**src/rtl/vga_rx_pkg.sv**
```systemverilog
// Shared types, default widths and the frame signature step for the
// VGA loopback monitor.
package vga_rx_pkg;

    localparam int HW_DEF          = 12;
    localparam int VW_DEF          = 11;
    localparam int VRUNW_DEF       = 20;
    localparam int LOCK_FRAMES_DEF = 2;
    localparam int SIG_W           = 24;

    typedef enum logic [1:0] {
        SEARCH,
        ALIGN,
        MEASURE,
        LOCKED
    } state_e;

    // Rotate left by one, then fold in the pixel.
    function automatic logic [SIG_W-1:0] sig_step(
        input logic [SIG_W-1:0] sig,
        input logic [SIG_W-1:0] px
    );
        return {sig[SIG_W-2:0], sig[SIG_W-1]} ^ px;
    endfunction

endpackage

```
**src/rtl/vga_rx_monitor_meter.sv**
```systemverilog
// Sync run-length meter: learns sync polarity from the high/low run
// lengths and flags transitions into the active level.
module sync_run_meter #(
    parameter int RUNW = 12
) (
    input  logic clk,
    input  logic reset,
    input  logic s1,
    input  logic s2,
    input  logic clear,
    output logic pol,
    output logic pol_valid,
    output logic active_edge
);

    localparam logic [RUNW-1:0] RMAX = '1;

    logic [RUNW-1:0] cnt_q;
    logic [RUNW-1:0] hi_q;
    logic [RUNW-1:0] lo_q;
    logic [RUNW-1:0] hi_d;
    logic [RUNW-1:0] lo_d;
    logic            pol_q;
    logic            edge_w;

    assign edge_w = s1 ^ s2;

    // On a transition the run that just ended belongs to the old level.
    always_comb begin
        hi_d = hi_q;
        lo_d = lo_q;
        if (edge_w) begin
            if (s2) hi_d = cnt_q;
            else    lo_d = cnt_q;
        end
    end

    // Run counter, stored runs and polarity; clear restarts detection.
    always_ff @(posedge clk or posedge reset) begin
        if (reset) begin
            cnt_q <= '0;
            hi_q  <= '0;
            lo_q  <= '0;
            pol_q <= 1'b0;
        end else if (clear) begin
            cnt_q <= '0;
            hi_q  <= '0;
            lo_q  <= '0;
            pol_q <= 1'b0;
        end else if (edge_w) begin
            cnt_q <= RUNW'(1);
            hi_q  <= hi_d;
            lo_q  <= lo_d;
            pol_q <= (hi_d < lo_d);
        end else if (cnt_q != RMAX) begin
            cnt_q <= cnt_q + RUNW'(1);
        end
    end

    assign pol         = pol_q;
    assign pol_valid   = (hi_q != '0) && (lo_q != '0);
    assign active_edge = pol_valid && edge_w && (s1 == pol_q);

endmodule

```
**src/rtl/vga_rx_monitor.sv**
```systemverilog
// VGA loopback monitor: sync polarity detect, line/frame measurement,
// timing lock and per-frame pixel signature.
module vga_rx_monitor
    import vga_rx_pkg::*;
#(
    parameter int HW          = HW_DEF,
    parameter int VW          = VW_DEF,
    parameter int VRUNW       = VRUNW_DEF,
    parameter int LOCK_FRAMES = LOCK_FRAMES_DEF
) (
    input  logic             clk,
    input  logic             reset,
    input  logic             hsync,
    input  logic             vsync,
    input  logic             de,
    input  logic [7:0]       r,
    input  logic [7:0]       g,
    input  logic [7:0]       b,
    output logic             hsync_pol,
    output logic             vsync_pol,
    output logic [HW-1:0]    h_total,
    output logic [VW-1:0]    v_total,
    output logic [SIG_W-1:0] frame_sig,
    output logic             frame_done,
    output logic             locked,
    output logic [7:0]       err_count
);

    localparam logic [HW-1:0] HMAX = '1;
    localparam logic [VW-1:0] VMAX = '1;
    localparam logic [7:0]    EMAX = '1;
    localparam int            MW   = $clog2(LOCK_FRAMES + 1);

    logic             hs_s1_q, hs_s2_q, vs_s1_q, vs_s2_q, de_s1_q;
    logic [SIG_W-1:0] px_s1_q;
    logic             h_pol, h_pv, h_act;
    logic             v_pol, v_pv, v_act;
    logic             meter_clr;

    logic [HW-1:0]    hcnt_q, line_len_q, line_len_d, hcnt_inc;
    logic [VW-1:0]    vcnt_q, vline_d;
    logic [SIG_W-1:0] sig_q, sig_d, sig_base;
    logic             sat, same;

    state_e           state_q, state_d;
    logic [MW-1:0]    match_q, match_d, match_inc;
    logic [HW-1:0]    cap_h_q, cap_h_d;
    logic [VW-1:0]    cap_v_q, cap_v_d;
    logic             locked_q, locked_d;
    logic [7:0]       err_q, err_d;
    logic             upd;

    logic [HW-1:0]    h_total_q;
    logic [VW-1:0]    v_total_q;
    logic [SIG_W-1:0] frame_sig_q;
    logic             frame_done_q;

    // Input capture: one stage for pixel data, two for the syncs.
    always_ff @(posedge clk or posedge reset) begin
        if (reset) begin
            hs_s1_q <= 1'b0;
            hs_s2_q <= 1'b0;
            vs_s1_q <= 1'b0;
            vs_s2_q <= 1'b0;
            de_s1_q <= 1'b0;
            px_s1_q <= '0;
        end else begin
            hs_s1_q <= hsync;
            hs_s2_q <= hs_s1_q;
            vs_s1_q <= vsync;
            vs_s2_q <= vs_s1_q;
            de_s1_q <= de;
            px_s1_q <= {r, g, b};
        end
    end

    sync_run_meter #(.RUNW(HW)) u_hmeter (
        .clk         (clk),
        .reset       (reset),
        .s1          (hs_s1_q),
        .s2          (hs_s2_q),
        .clear       (meter_clr),
        .pol         (h_pol),
        .pol_valid   (h_pv),
        .active_edge (h_act)
    );

    sync_run_meter #(.RUNW(VRUNW)) u_vmeter (
        .clk         (clk),
        .reset       (reset),
        .s1          (vs_s1_q),
        .s2          (vs_s2_q),
        .clear       (meter_clr),
        .pol         (v_pol),
        .pol_valid   (v_pv),
        .active_edge (v_act)
    );

    // A coincident hsync edge closes its line before the frame closes.
    always_comb begin
        hcnt_inc   = (hcnt_q == HMAX) ? hcnt_q : hcnt_q + HW'(1);
        line_len_d = h_act ? hcnt_q : line_len_q;
        vline_d    = vcnt_q;
        if (h_act && (vcnt_q != VMAX)) vline_d = vcnt_q + VW'(1);
        sig_base = v_act ? '0 : sig_q;
        sig_d    = de_s1_q ? sig_step(sig_base, px_s1_q) : sig_base;
        sat  = (line_len_d == HMAX) || (vline_d == VMAX);
        same = (line_len_d == cap_h_q) && (vline_d == cap_v_q);
    end

    // Line/frame counters and the running signature.
    always_ff @(posedge clk or posedge reset) begin
        if (reset) begin
            hcnt_q     <= '0;
            line_len_q <= '0;
            vcnt_q     <= '0;
            sig_q      <= '0;
        end else begin
            hcnt_q     <= h_act ? HW'(1) : hcnt_inc;
            line_len_q <= line_len_d;
            vcnt_q     <= v_act ? '0 : vline_d;
            sig_q      <= sig_d;
        end
    end

    // Lock FSM: next state, lock bookkeeping and publish strobe.
    always_comb begin
        state_d   = state_q;
        match_d   = match_q;
        match_inc = match_q + MW'(1);
        cap_h_d   = cap_h_q;
        cap_v_d   = cap_v_q;
        locked_d  = locked_q;
        err_d     = err_q;
        upd       = 1'b0;
        meter_clr = 1'b0;
        unique case (state_q)
            SEARCH: begin
                if (h_pv && v_pv) state_d = ALIGN;
            end
            ALIGN: begin
                if (v_act) begin
                    match_d = '0;
                    cap_h_d = '0;
                    cap_v_d = '0;
                    state_d = MEASURE;
                end
            end
            MEASURE: begin
                if (v_act) begin
                    upd     = 1'b1;
                    cap_h_d = line_len_d;
                    cap_v_d = vline_d;
                    if (same && !sat) begin
                        match_d = match_inc;
                        if (int'(match_inc) >= LOCK_FRAMES - 1) begin
                            state_d  = LOCKED;
                            locked_d = 1'b1;
                        end
                    end else begin
                        match_d = '0;
                    end
                end
            end
            LOCKED: begin
                if (v_act) begin
                    upd     = 1'b1;
                    cap_h_d = line_len_d;
                    cap_v_d = vline_d;
                    if (!same || sat) begin
                        locked_d  = 1'b0;
                        state_d   = SEARCH;
                        meter_clr = 1'b1;
                        if (err_q != EMAX) err_d = err_q + 8'd1;
                    end
                end
            end
        endcase
    end

    // FSM state and lock bookkeeping registers.
    always_ff @(posedge clk or posedge reset) begin
        if (reset) begin
            state_q  <= SEARCH;
            match_q  <= '0;
            cap_h_q  <= '0;
            cap_v_q  <= '0;
            locked_q <= 1'b0;
            err_q    <= '0;
        end else begin
            state_q  <= state_d;
            match_q  <= match_d;
            cap_h_q  <= cap_h_d;
            cap_v_q  <= cap_v_d;
            locked_q <= locked_d;
            err_q    <= err_d;
        end
    end

    // Published per-frame results with a one-cycle done strobe.
    always_ff @(posedge clk or posedge reset) begin
        if (reset) begin
            h_total_q    <= '0;
            v_total_q    <= '0;
            frame_sig_q  <= '0;
            frame_done_q <= 1'b0;
        end else begin
            frame_done_q <= upd;
            if (upd) begin
                h_total_q   <= line_len_d;
                v_total_q   <= vline_d;
                frame_sig_q <= sig_q;
            end
        end
    end

    assign hsync_pol  = h_pol;
    assign vsync_pol  = v_pol;
    assign h_total    = h_total_q;
    assign v_total    = v_total_q;
    assign frame_sig  = frame_sig_q;
    assign frame_done = frame_done_q;
    assign locked     = locked_q;
    assign err_count  = err_q;

endmodule

```
**config.mk**
```make
export PLATFORM = sky130hd
export DESIGN_NAME = vga_rx_monitor
export DESIGN_NICKNAME = d
export VERILOG_FILES = /design/src/rtl/vga_rx_pkg.sv /design/src/rtl/vga_rx_monitor_meter.sv /design/src/rtl/vga_rx_monitor.sv
export SDC_FILE = /design/constraint.sdc
export NUM_CORES = 1
export LEC_CHECK = 0
export CORE_ASPECT_RATIO = 0.75
export CORE_MARGIN = 1
export CORE_UTILIZATION = 61
export CTS_BUF_LIST = sky130_fd_sc_hd__clkbuf_8
export DETAILED_ROUTE_END_ITERATION = 8
export PLACE_DENSITY = 0.9
export SLEW_MARGIN = 20
export SYNTH_ARGS = -nofsm -noshare
export SYNTH_HDL_FRONTEND = slang
export SYNTH_SLANG_ARGS = --single-unit
```
**constraint.sdc**
```tcl
create_clock -name clk -period 12.59 [get_ports clk]
set_input_delay 2.518 -clock clk [delete_from_list [all_inputs] [get_ports clk]]
set_output_delay 2.518 -clock clk [all_outputs]
set_load 0.1 [all_outputs]
```
==> run metrics, run 1 <==
status finished, final reports clean; pin count of the biggest net entering global routing 117; Sw Share 0.465; RSZ-0062 raised after global routing no; final hold violation count 0; TritonRoute pass-1 iters 6; Slew @ Worst Pin 1080 ps; Sw Pwr 1620 uW; number of gates resized after cts 0; vias per cell 6.00; hold wc startpoint vs_s1_q; Worst EP required 13040 ps; hold path depth 0; Post-Synth Adder-Cell Area 0.0403; wire per inst 18.1 um; Synth Area in Compound Gates 0.0944; initial antenna violation count 0; first-pass GRT wire length 47300 um; io pins 88; Synth top area share 0.531; Final Max Slew Viols 0; EDFF count, synth 0; XOR/XNOR Fraction of Synth Area 0.0570; CP Launch Type register; main combinational cell family by area after synthesis simple AND/OR/NAND/NOR gates; Reg2Reg Depth 11; Antenna Cells 0; skew final 21.3 ps; DR vias 9493; clk slew on worst S/H paths 60 ps; Die ar. 21400 um^2; layout overhead on the synthesized area 14.4%; area leader, netlist dfrtp_1; Synth cell types 64; clock power share 0.191; asr flop ratio synth 1.00; Post CTS Setup Buffer Count 0; total track usage 0.276; Fillers 1353; area of the core 20300 um^2; Reg2Reg Launch Point vcnt_q[0]; GRT overflow 0; Synth area leaders dfrtp_1 (53%), mux2_2 (5.0%), ha_1 (4.0%); mux contribution to synthesized area 0.0895; clk_lat worst skew 560 ps; critical path depth 11; DIE HEIGHT 127 um; CP Max Fanout 77; worst path buffer plus inverter count 1; flops & latches, synth 270; Tmin final between 4000 and 5000 ps; Cell Rows 45; MaxCap Viol Count 0; pwr dens 239 nW/um^2; Post-Route WL approximately 29000 um; syn nets 1263; smallest hold slack 396 ps; kind of critical path register to register; Pleak between 0.006 and 0.007 uW; Post-Syn Area 12700 um^2; maximum clock insertion buffer count 3; CTS sink count 270; Pint 1860 uW; Max stage delay on crit path ~600 ps; Max Clock Freq 0.210 GHz; NumNets Final 1346; family with the most delay on the worst path simple AND/OR/NAND/NOR gates; Initial Utilization 0.626; cell total after placement 1515; Detailed Place HPWL around 19000 um; vias in the first global route 9437; Port-buffer cells 87; Post-Layout Cell Count 1582; TritonCTS clock tree yes; Starting DRT DRC Count 987; Rel. slew slack 0.277; Setup TNS 0 ps; CP Data Arrival Time 5220 ps; setup violators final 0; yosys warns 0; Finished Core Util 0.715; Sequential Power Share 0.357; Hold Buf Count CTS 0; cell mode on critical path and4_1; Max VDD drop 0.236 mV; crit-path cells ha_1, and4_1, and4_1, nor3_2, xnor2_1, a2111oi_0, or4_4, o311a_2, buf_4, nand2b_1, nor3_1; Worst Setup SP vcnt_q[0]; final worst path period share 0.378; Hold Crit Class register to register; combinational power share 0.452; Seq/Total Area, Yosys 0.531; Final Wtd Congestion around 0.95; drc violations 0; Crit-path slowest cell dfrtp_1; Synth Flop Type dfrtp_1; H-Tree Level Count 2; TritonCTS Buffers 41; overall power 3480 uW; share of cells above drive strength 1 0.100; Post-Synthesis Cells 1193; Synth Area in Simple Gates 0.156; CTS root buf clkbuf_8; Worst setup EP type register; Syn Area/Cell roughly 11 um^2; Die X 169 um; Antenna Violating Nets Remaining 0
per-stage QoR:
stage / instance area (um^2) / setup slack, ps
after floorplan: 12700 / 2630
after global placement: 13800 / 7920
after detailed placement: 13800 / 7900
after CTS: 14500 / 7880
after global routing: 14500 / 7580
final: 14500 / 7830
power by group through the flow:
stage                     registers, uW  logic, uW  clock network, uW
final                              1240       1570                665
after global routing               1260       1660                716
after CTS                          1240       1570                676
after detailed placement           1240       1550                  0
after global placement             1240       1500                  0
after floorplan                    1780        627                  0
cells in the mapped netlist, types with 9 or more instances:
master	n
nand2_1	100
nor2_1	135
a22o_1	16
nor4_1	20
mux2i_1	47
xor2_1	27
nor3_1	13
clkbuf_1	39
nor2b_1	38
nand4_1	24
nand2b_1	9
o21ai_0	35
dfrtp_1	270
ha_1	41
mux2_2	56
inv_1	42
nand3_1	29
and3_1	16
xnor2_1	53
o31ai_1	25
a21oi_1	54
worst paths after layout:
path / slack (ps) / end
max: 7830 / u_hmeter.cnt_q[2]
min reg2reg: 400 / vs_s2_q
max in group asynchronous: 8640 / v_total[2]
min in group asynchronous: 2520 / px_s1_q[18]
max reg2reg: 7830 / u_hmeter.cnt_q[2]
min: 400 / vs_s2_q
registers in the layout, indices dropped and copies added, names as in the netlist, 2 cells and up:
signal          cells
frame_sig          24
u_hmeter.cnt_q     12
u_vmeter.lo_q      20
cap_v_q            11
cap_h_q            12
sig_q              24
state_q             2
line_len_q         12
h_total            12
px_s1_q            24
hcnt_q             12
u_hmeter.lo_q      12
u_hmeter.hi_q      12
u_vmeter.hi_q      20
u_vmeter.cnt_q     20
err_count           8
vcnt_q             11
match_q             2
v_total            11
kinds of logic (layout without fill, tap and decap cells):
group	after synthesis	after routing
compound gates	184	184
xor+xnor	81	81
fa+ha+maj	41	41
buf+inv	100	207
flops	270	270
mux	106	106
simple gates	411	411
cell usage in the layout, fill, tap and decap left out, types with 38 or more instances in the layout:
master / instances
a21oi_1: 54
clkbuf_8: 47
clkdlybuf4s50_1: 87
dfrtp_1: 270
ha_1: 41
inv_1: 58
mux2_2: 56
mux2i_1: 47
nand2_1: 100
nor2_1: 134
nor2b_1: 38
xnor2_1: 53
per-layer routing:
metal	track usage	part of all wire	up-vias	routed length (um)
li1	-	-	4337	-
met1	0.401	0.44	4677	12700
met2	0.425	0.46	416	13300
met3	0.0511	0.073	63	2100
met4	0.0898	0.020	0	571
met5	0	0	-	0
final cells by class:
type,count,area (um^2),area share
Sequential cell,270,6760,0.465
Multi-Input combinational cell,823,5580,0.383
Timing Repair Buffer,98,957,0.0658
Clock buffer,47,647,0.0445
Tap cell,282,353,0.0243
Inverter,42,165,0.0114
Clock inverter,20,88.8,0.00611
Power figures use the tool's default switching activity.
==> run 2, diff against run 1 <==
==> constraint.sdc (replaced) <==
create_clock -name clk -period 4.65 [get_ports clk]
set_input_delay 0.93 -clock clk [delete_from_list [all_inputs] [get_ports clk]]
set_output_delay 0.93 -clock clk [all_outputs]
set_load 0.1 [all_outputs]
==> run 2 against run 1 <==
Effect of this change:
- register-to-register slack got worse by 7600 ps
- flip-flop and latch count unchanged
- via count decreased by 0.45%
- sequential share of layout area fell by 0.16 points
- setup slack worse by 7600 ps
- critical endpoint unchanged
==> run metrics, run 2 (synthesized netlist as in run 1, its figures left out) <==
kind of critical path register to register (unchanged); DR vias 9450 (was 9493); Tmin final 4420 ps (was 4760 ps); Worst EP required 5090 ps (was 13040 ps); wire per inst 18.0 um (was 18.1 um); MaxCap Viol Count 0 (unchanged); Port-buffer cells 87 (unchanged); Die ar. 21400 um^2 (unchanged); vias in the first global route 9328 (was 9437); DIE HEIGHT 127 um (unchanged); CTS sink count 270 (unchanged); Rel. slew slack 0.292 (was 0.277); pwr dens 642 nW/um^2 (was 239 nW/um^2); Initial Utilization 0.626 (unchanged); Max stage delay on crit path 580 ps (was 600 ps); CTS root buf clkbuf_8 (unchanged); TritonCTS Buffers 41 (unchanged); pin count of the biggest net entering global routing 102 (was 117); Cell Rows 45 (unchanged); final hold violation count 0 (unchanged); Die X 169 um (unchanged); area of the core 20300 um^2 (unchanged); CP Launch Type register (unchanged); Reg2Reg Depth 10 (was 11); Pleak 0.00695 uW (was 0.00692 uW); final worst path period share 0.950 (was 0.378); Post-Route WL 28600 um (was 28700 um); Sw Share 0.466 (was 0.465); RSZ-0062 raised after global routing no (unchanged); family with the most delay on the worst path simple AND/OR/NAND/NOR gates (unchanged); hold path depth 0 (unchanged); Sequential Power Share 0.357 (about the same); share of cells above drive strength 1 0.104 (was 0.100); Setup TNS 0 ps (unchanged); worst path buffer plus inverter count 0 (was 1); combinational power share 0.454 (was 0.452); Crit-path slowest cell dfrtp_1 (unchanged); maximum clock insertion buffer count 3 (unchanged); setup violators final 0 (unchanged); clk_lat worst skew 540 ps (was 560 ps); Starting DRT DRC Count 774 (was 987); Worst setup EP type register (unchanged); Antenna Violating Nets Remaining 0 (unchanged); Max VDD drop 0.458 mV (was 0.236 mV); Sw Pwr 4370 uW (was 1620 uW); overall power 9360 uW (was 3480 uW); crit-path cells ha_1, and4_1, and4_1, nor3_2, xnor2_1, a2111oi_0, or4_4, o311a_2, nand2b_1, nor3_1 (was ha_1, and4_1, and4_1, nor3_2, xnor2_1, a2111oi_0, or4_4, o311a_2, buf_4, nand2b_1, nor3_1); vias per cell 5.94 (was 6.00); NumNets Final 1352 (was 1346); TritonRoute pass-1 iters 5 (was 6); Slew @ Worst Pin 1060 ps (was 1080 ps); Pint 5000 uW (was 1860 uW); io pins 88 (unchanged); layout overhead on the synthesized area 14.8% (was 14.4%); CP Max Fanout 26 (was 77); Hold Crit Class register to register (unchanged); initial antenna violation count 0 (unchanged); clk slew on worst S/H paths 60 ps (about the same); number of gates resized after cts 0 (unchanged); drc violations 0 (unchanged); most frequent cells in the layout dfrtp_1 (270), nor2_1 (134), nand2_1 (100), clkdlybuf4s50_1 (87), inv_1 (60) (was dfrtp_1 (270), nor2_1 (134), nand2_1 (100), clkdlybuf4s50_1 (87), inv_1 (58)); TritonCTS clock tree yes (unchanged); GRT overflow 0 (unchanged); clock power share 0.189 (was 0.191); total track usage 0.278 (was 0.276); Antenna Cells 0 (unchanged); first-pass GRT wire length 47700 um (was 47300 um); Post CTS Setup Buffer Count 0 (unchanged); Max Clock Freq 0.226 GHz (was 0.210 GHz); status finished, final reports clean (unchanged); Final Max Slew Viols 0 (unchanged); critical path depth 10 (was 11); CP Data Arrival Time 4850 ps (was 5220 ps); cell mode on critical path and4_1 (unchanged); Hold Buf Count CTS 0 (unchanged); commonest non-fill, non-tap cell in the layout dfrtp_1 (unchanged); skew final 20.9 ps (was 21.3 ps); H-Tree Level Count 2 (unchanged); Detailed Place HPWL 19300 um (was 19000 um); Final Wtd Congestion 0.955 (was 0.952)
## run 2: changes by cell type in the layout (fill, tap and decap cells not counted), sizes merged
cell / before / now
clkbuf: 47 / 43
clkinv: 0 / 5
buf: 11 / 17
clkinvlp: 1 / 3
## run 2: path summary, 6_finish.rpt
kind	startpoint	end	slack, ps
setup / recovery	vcnt_q[0]	u_hmeter.cnt_q[2]	230
hold reg to reg	vs_s1_q	vs_s2_q	400
setup reg to reg	vcnt_q[0]	u_hmeter.cnt_q[2]	230
min in group asynchronous	reset	vcnt_q[3]	920
max in group asynchronous	reset	frame_sig[0]	2710
hold / removal	vs_s1_q	vs_s2_q	400
## run 2: layout make-up
type                            count  area, um^2
Clock buffer                       43         592
Multi-Input combinational cell    823        5570
Inverter                           42         161
Fill cell                        1412        5730
Tap cell                          282         353
Clock inverter                     27         123
Timing Repair Buffer              104        1040
Sequential cell                   270        6760
## run 2: through the flow
| step | utilization | instance area (um^2) | setup slack, ps | hold WS, ps | instances |
|---|---|---|---|---|---|
| 2_1_floorplan | - | 12700 | 153 | 367 | 1193 |
| 3_3_place_gp | 0.683 | 13900 | 555 | 380 | 1521 |
| 3_5_place_dp | 0.683 | 13900 | 386 | 385 | 1521 |
| 4_1_cts | 0.718 | 14600 | 327 | 400 | 1591 |
| 5_1_grt | 0.718 | 14600 | 2.48 | 420 | 1591 |
| 6_report | 0.718 | 14600 | 233 | 397 | 1591 |
## run 2: power groups by stage
stage | clock network, uW | logic [uW] | registers, uW
detailed placement | 0 | 4220 | 3360
CTS | 1800 | 4250 | 3330
finish | 1770 | 4250 | 3340
global route | 1900 | 4500 | 3410
global placement | 0 | 4130 | 3330
floorplan | 0 | 1700 | 4810
## run 2: routing by layer
metal | track usage | up-vias | part of all wire
li1 | - | 4354 | -
met3 | 0.0576 | 49 | 0.071
met4 | 0.0738 | 0 | 0.015
met1 | 0.402 | 4686 | 0.45
met5 | 0 | - | 0
met2 | 0.432 | 361 | 0.47
==> run 3, diff against run 2 <==
--- a/config.mk
+++ b/config.mk
@@ -5,12 +5,13 @@
 export SDC_FILE = /design/constraint.sdc
 export NUM_CORES = 1
 export LEC_CHECK = 0
+export ABC_AREA = 1
 export CORE_ASPECT_RATIO = 0.75
 export CORE_MARGIN = 1
-export CORE_UTILIZATION = 61
+export CORE_UTILIZATION = 62
 export CTS_BUF_LIST = sky130_fd_sc_hd__clkbuf_8
 export DETAILED_ROUTE_END_ITERATION = 8
-export PLACE_DENSITY = 0.9
+export PLACE_DENSITY = 0.91
 export SLEW_MARGIN = 20
 export SYNTH_ARGS = -nofsm -noshare
 export SYNTH_HDL_FRONTEND = slang
==> run 3 against run 2 <==
Effect of this change:
- utilization increased by 0.49 points
- combinational power decreased by 15%
- design area increased by 4.9%
- final cell count increased by 26%
- power decreased by 6.9%
- hold slack got worse by 19 ps
- non-clock buffer count decreased by 1
==> run metrics, run 3 <==
hold endpoint hs_s2_q (was vs_s2_q); Pleak 0.00744 uW (was 0.00695 uW); Pint 4820 uW (was 5000 uW); M1 WL 13600 um (was 12800 um); hold wc startpoint hs_s1_q (was vs_s1_q); area of the core 21200 um^2 (was 20300 um^2); MaxCap Viol Count 0 (unchanged); combinational power share 0.415 (was 0.454); Synth top area share 0.505 (was 0.531); Sequential cell area 6760 um^2 (unchanged); commonest non-fill, non-tap cell in the layout nand2_1 (was dfrtp_1); Setup TNS 0 ps (unchanged); asr flop ratio synth 1.00 (unchanged); Hold Buf Count CTS 0 (unchanged); RSZ-0062 raised after global routing no (unchanged); Sequential Power Share 0.366 (was 0.357); Post-Synthesis Cells 1587 (was 1193); yosys warns 0 (unchanged); Worst EP required 5080 ps (was 5090 ps); CP Max Fanout 26 (unchanged); met3 wire length 2330 um (was 2030 um); Fillers 1543 (was 1412); initial antenna violation count 0 (unchanged); Hold Crit Class register to register (unchanged); vias per cell 5.48 (was 5.94); share of cells above drive strength 1 0.0891 (was 0.104); Antenna Violating Nets Remaining 0 (unchanged); syn nets 1657 (was 1263); Sw Pwr 3890 uW (was 4370 uW); Initial Utilization 0.632 (was 0.626); final worst path period share 0.823 (was 0.950); DR vias 11000 (was 9450); maximum clock insertion buffer count 3 (unchanged); Synth Area in Compound Gates 0.0894 (was 0.0944); top sig layer met4 (unchanged); status finished, final reports clean (unchanged); CP Data Arrival Time 4260 ps (was 4850 ps); setup violators final 0 (unchanged); Final Wtd Congestion 0.923 (was 0.955); Port-buffer cells 87 (unchanged); kind of critical path register to register (unchanged); NumNets Final 1754 (was 1352); Rel. slew slack 0.319 (was 0.292); Starting DRT DRC Count 1029 (was 774); Reg2Reg Launch Point hs_s1_q (was vcnt_q[0]); Tmin final 3830 ps (was 4420 ps); Reg2Reg Depth 20 (was 10); clk slew on worst S/H paths 60 ps (about the same); smallest hold slack 379 ps (was 397 ps); Sw Share 0.447 (was 0.466); TritonRoute pass-1 iters 5 (unchanged); TritonCTS clock tree yes (unchanged); Post-synth top cells nand2_1 (420), dfrtp_1 (270), inv_1 (210) (was dfrtp_1 (270), nor2_1 (135), nand2_1 (100)); Worst setup EP type register (unchanged); total track usage 0.285 (was 0.278); worst r2r dst err_count[5] (was u_hmeter.cnt_q[2]); EDFF count, synth 0 (unchanged); Post-Syn Area 13400 um^2 (was 12700 um^2); Die X 172 um (was 169 um); Post-Synth Adder-Cell Area 0.0383 (was 0.0403); most frequent cells in the layout nand2_1 (420), dfrtp_1 (270), inv_1 (226), nor2_1 (131), o21ai_0 (120) (was dfrtp_1 (270), nor2_1 (134), nand2_1 (100), clkdlybuf4s50_1 (87), inv_1 (60)); first-pass GRT wire length 50800 um (was 47700 um); Max VDD drop 0.592 mV (was 0.458 mV); footprint of the multi-input gates 5530 um^2 (was 5570 um^2); Synth cell types 42 (was 64); hold path depth 0 (unchanged); drc violations 0 (unchanged); met2 routed WL 13800 um (was 13300 um); Syn Area/Cell 8.43 um^2 (was 10.7 um^2); CP Launch Type register (unchanged); Synth Area in Simple Gates 0.260 (was 0.156); vias in the first global route 10500 (was 9328); Post-Route WL 30300 um (was 28600 um); most frequent cell after synthesis nand2_1 (was dfrtp_1); wire per inst 15.1 um (was 18.0 um); mux contribution to synthesized area 0.00224 (was 0.0895); skew final 23.1 ps (was 20.9 ps); final hold violation count 0 (unchanged); main combinational cell family by area after synthesis simple AND/OR/NAND/NOR gates (unchanged); layout overhead on the synthesized area 14.4% (was 14.8%); io pins 88 (unchanged); Post CTS Setup Buffer Count 0 (unchanged); TritonCTS Buffers 42 (was 41); GRT overflow 0 (unchanged); CTS sink count 270 (unchanged); H-Tree Level Count 2 (unchanged); number of gates resized after cts 0 (unchanged); pwr dens 569 nW/um^2 (was 642 nW/um^2); clk_lat worst skew 560 ps (was 540 ps); reg-to-reg slack, setup 820 ps (was 230 ps); Final Max Slew Viols 0 (unchanged); Synth area leaders dfrtp_1 (50%), nand2_1 (12%), inv_1 (5.9%) (was dfrtp_1 (53%), mux2_2 (5.0%), ha_1 (4.0%)); DIE HEIGHT 129 um (was 127 um); Synth Flop Type dfrtp_1 (unchanged); Detailed Place HPWL 21000 um (was 19300 um); Slew @ Worst Pin 1020 ps (was 1060 ps); Cell Rows 46 (was 45); Max Clock Freq 0.261 GHz (was 0.226 GHz); pin count of the biggest net entering global routing 105 (was 102); flops & latches, synth 270 (unchanged); Die ar. 22200 um^2 (was 21400 um^2); CTS root buf clkbuf_8 (unchanged); area leader, netlist dfrtp_1 (unchanged); Antenna Cells 0 (unchanged); Seq/Total Area, Yosys 0.505 (was 0.531); XOR/XNOR Fraction of Synth Area 0.0234 (was 0.0570); clock power share 0.220 (was 0.189)
[run 3: changes by cell type after synthesis, sizes merged, moves of 43 or more]
cell   delta
nand2   +325
xnor2    -51
inv     +172
o21ai    +90
nor2     +43
mux2i    -44
mux2     -59
[run 3: worst max path at each step]
stage,start,endpoint,slack (ps)
floorplan,reset,cap_h_q[0],150
detailed placement,hs_s1_q,u_hmeter.lo_q[6],880
global route,hs_s1_q,err_count[5],440
CTS,hs_s1_q,err_count[5],870
global placement,hs_s1_q,u_hmeter.pol,1090
finish,hs_s1_q,err_count[5],820
[run 3: logic make-up (layout without fill, tap and decap cells)]
kind of cell             after synthesis  count (layout)
AND/OR/NAND/NOR                      759             759
flip-flops                           270             270
buffers and inverters                268             398
AO/OA/AOI/OAI                        212             212
adder cells (fa/ha/maj)               41              41
XOR/XNOR                              34              34
multiplexers                           3               3
[run 3: per-stage QoR]
step	total power [uW]	cells	setup WS (ps)	utilization	instance area (um^2)
6_report	8710	2005	825	0.723	15300
5_1_grt	9210	2005	441	0.723	15300
4_1_cts	8720	2005	869	0.723	15300
3_5_place_dp	6780	1928	877	0.685	14500
3_3_place_gp	6650	1928	1090	0.685	14500
2_1_floorplan	5930	1587	153	-	13400
[run 3: power groups by stage]
stage	sequential, uW	clock [uW]	combinational, uW
after floorplan	4300	0	1630
after global placement	3190	0	3460
after detailed placement	3200	0	3570
after CTS	3180	1940	3600
after global routing	3240	2060	3910
final	3190	1910	3610
[run 3: area by class of cell]
cell class,count,area share
well taps,288,0.0235
multi-input cells,1049,0.361
clock buffers,49,0.0440
inverters,218,0.0539
repair buffers,103,0.0672
clock inverters,28,0.00883
flip-flops and latches,270,0.441
[run 3: metal layers]
metal | vias to the layer above | GRT usage
met3 | 56 | 0.0553
met4 | 0 | 0.0877
li1 | 5283 | -
met1 | 5220 | 0.414
met2 | 424 | 0.436
met5 | - | 0
[run 3: worst max-delay path: stages, from the launching register on]
cell and delay [ps]:
dfrtp_1 380, inv_1 130, nand2_2 260, o21ai_4 440, nand3_2 430, nor2_4 360, nand2_1 110, nand2_1 140
nand2_1 80, nand2_1 60, inv_1 30, nand2_1 40, nor2_1 40, nand2_1 80, nor2_2 60, nand2_2 80
nand3_2 120, inv_4 330, nand2_1 290, nand2_1 150, nand2_1 60
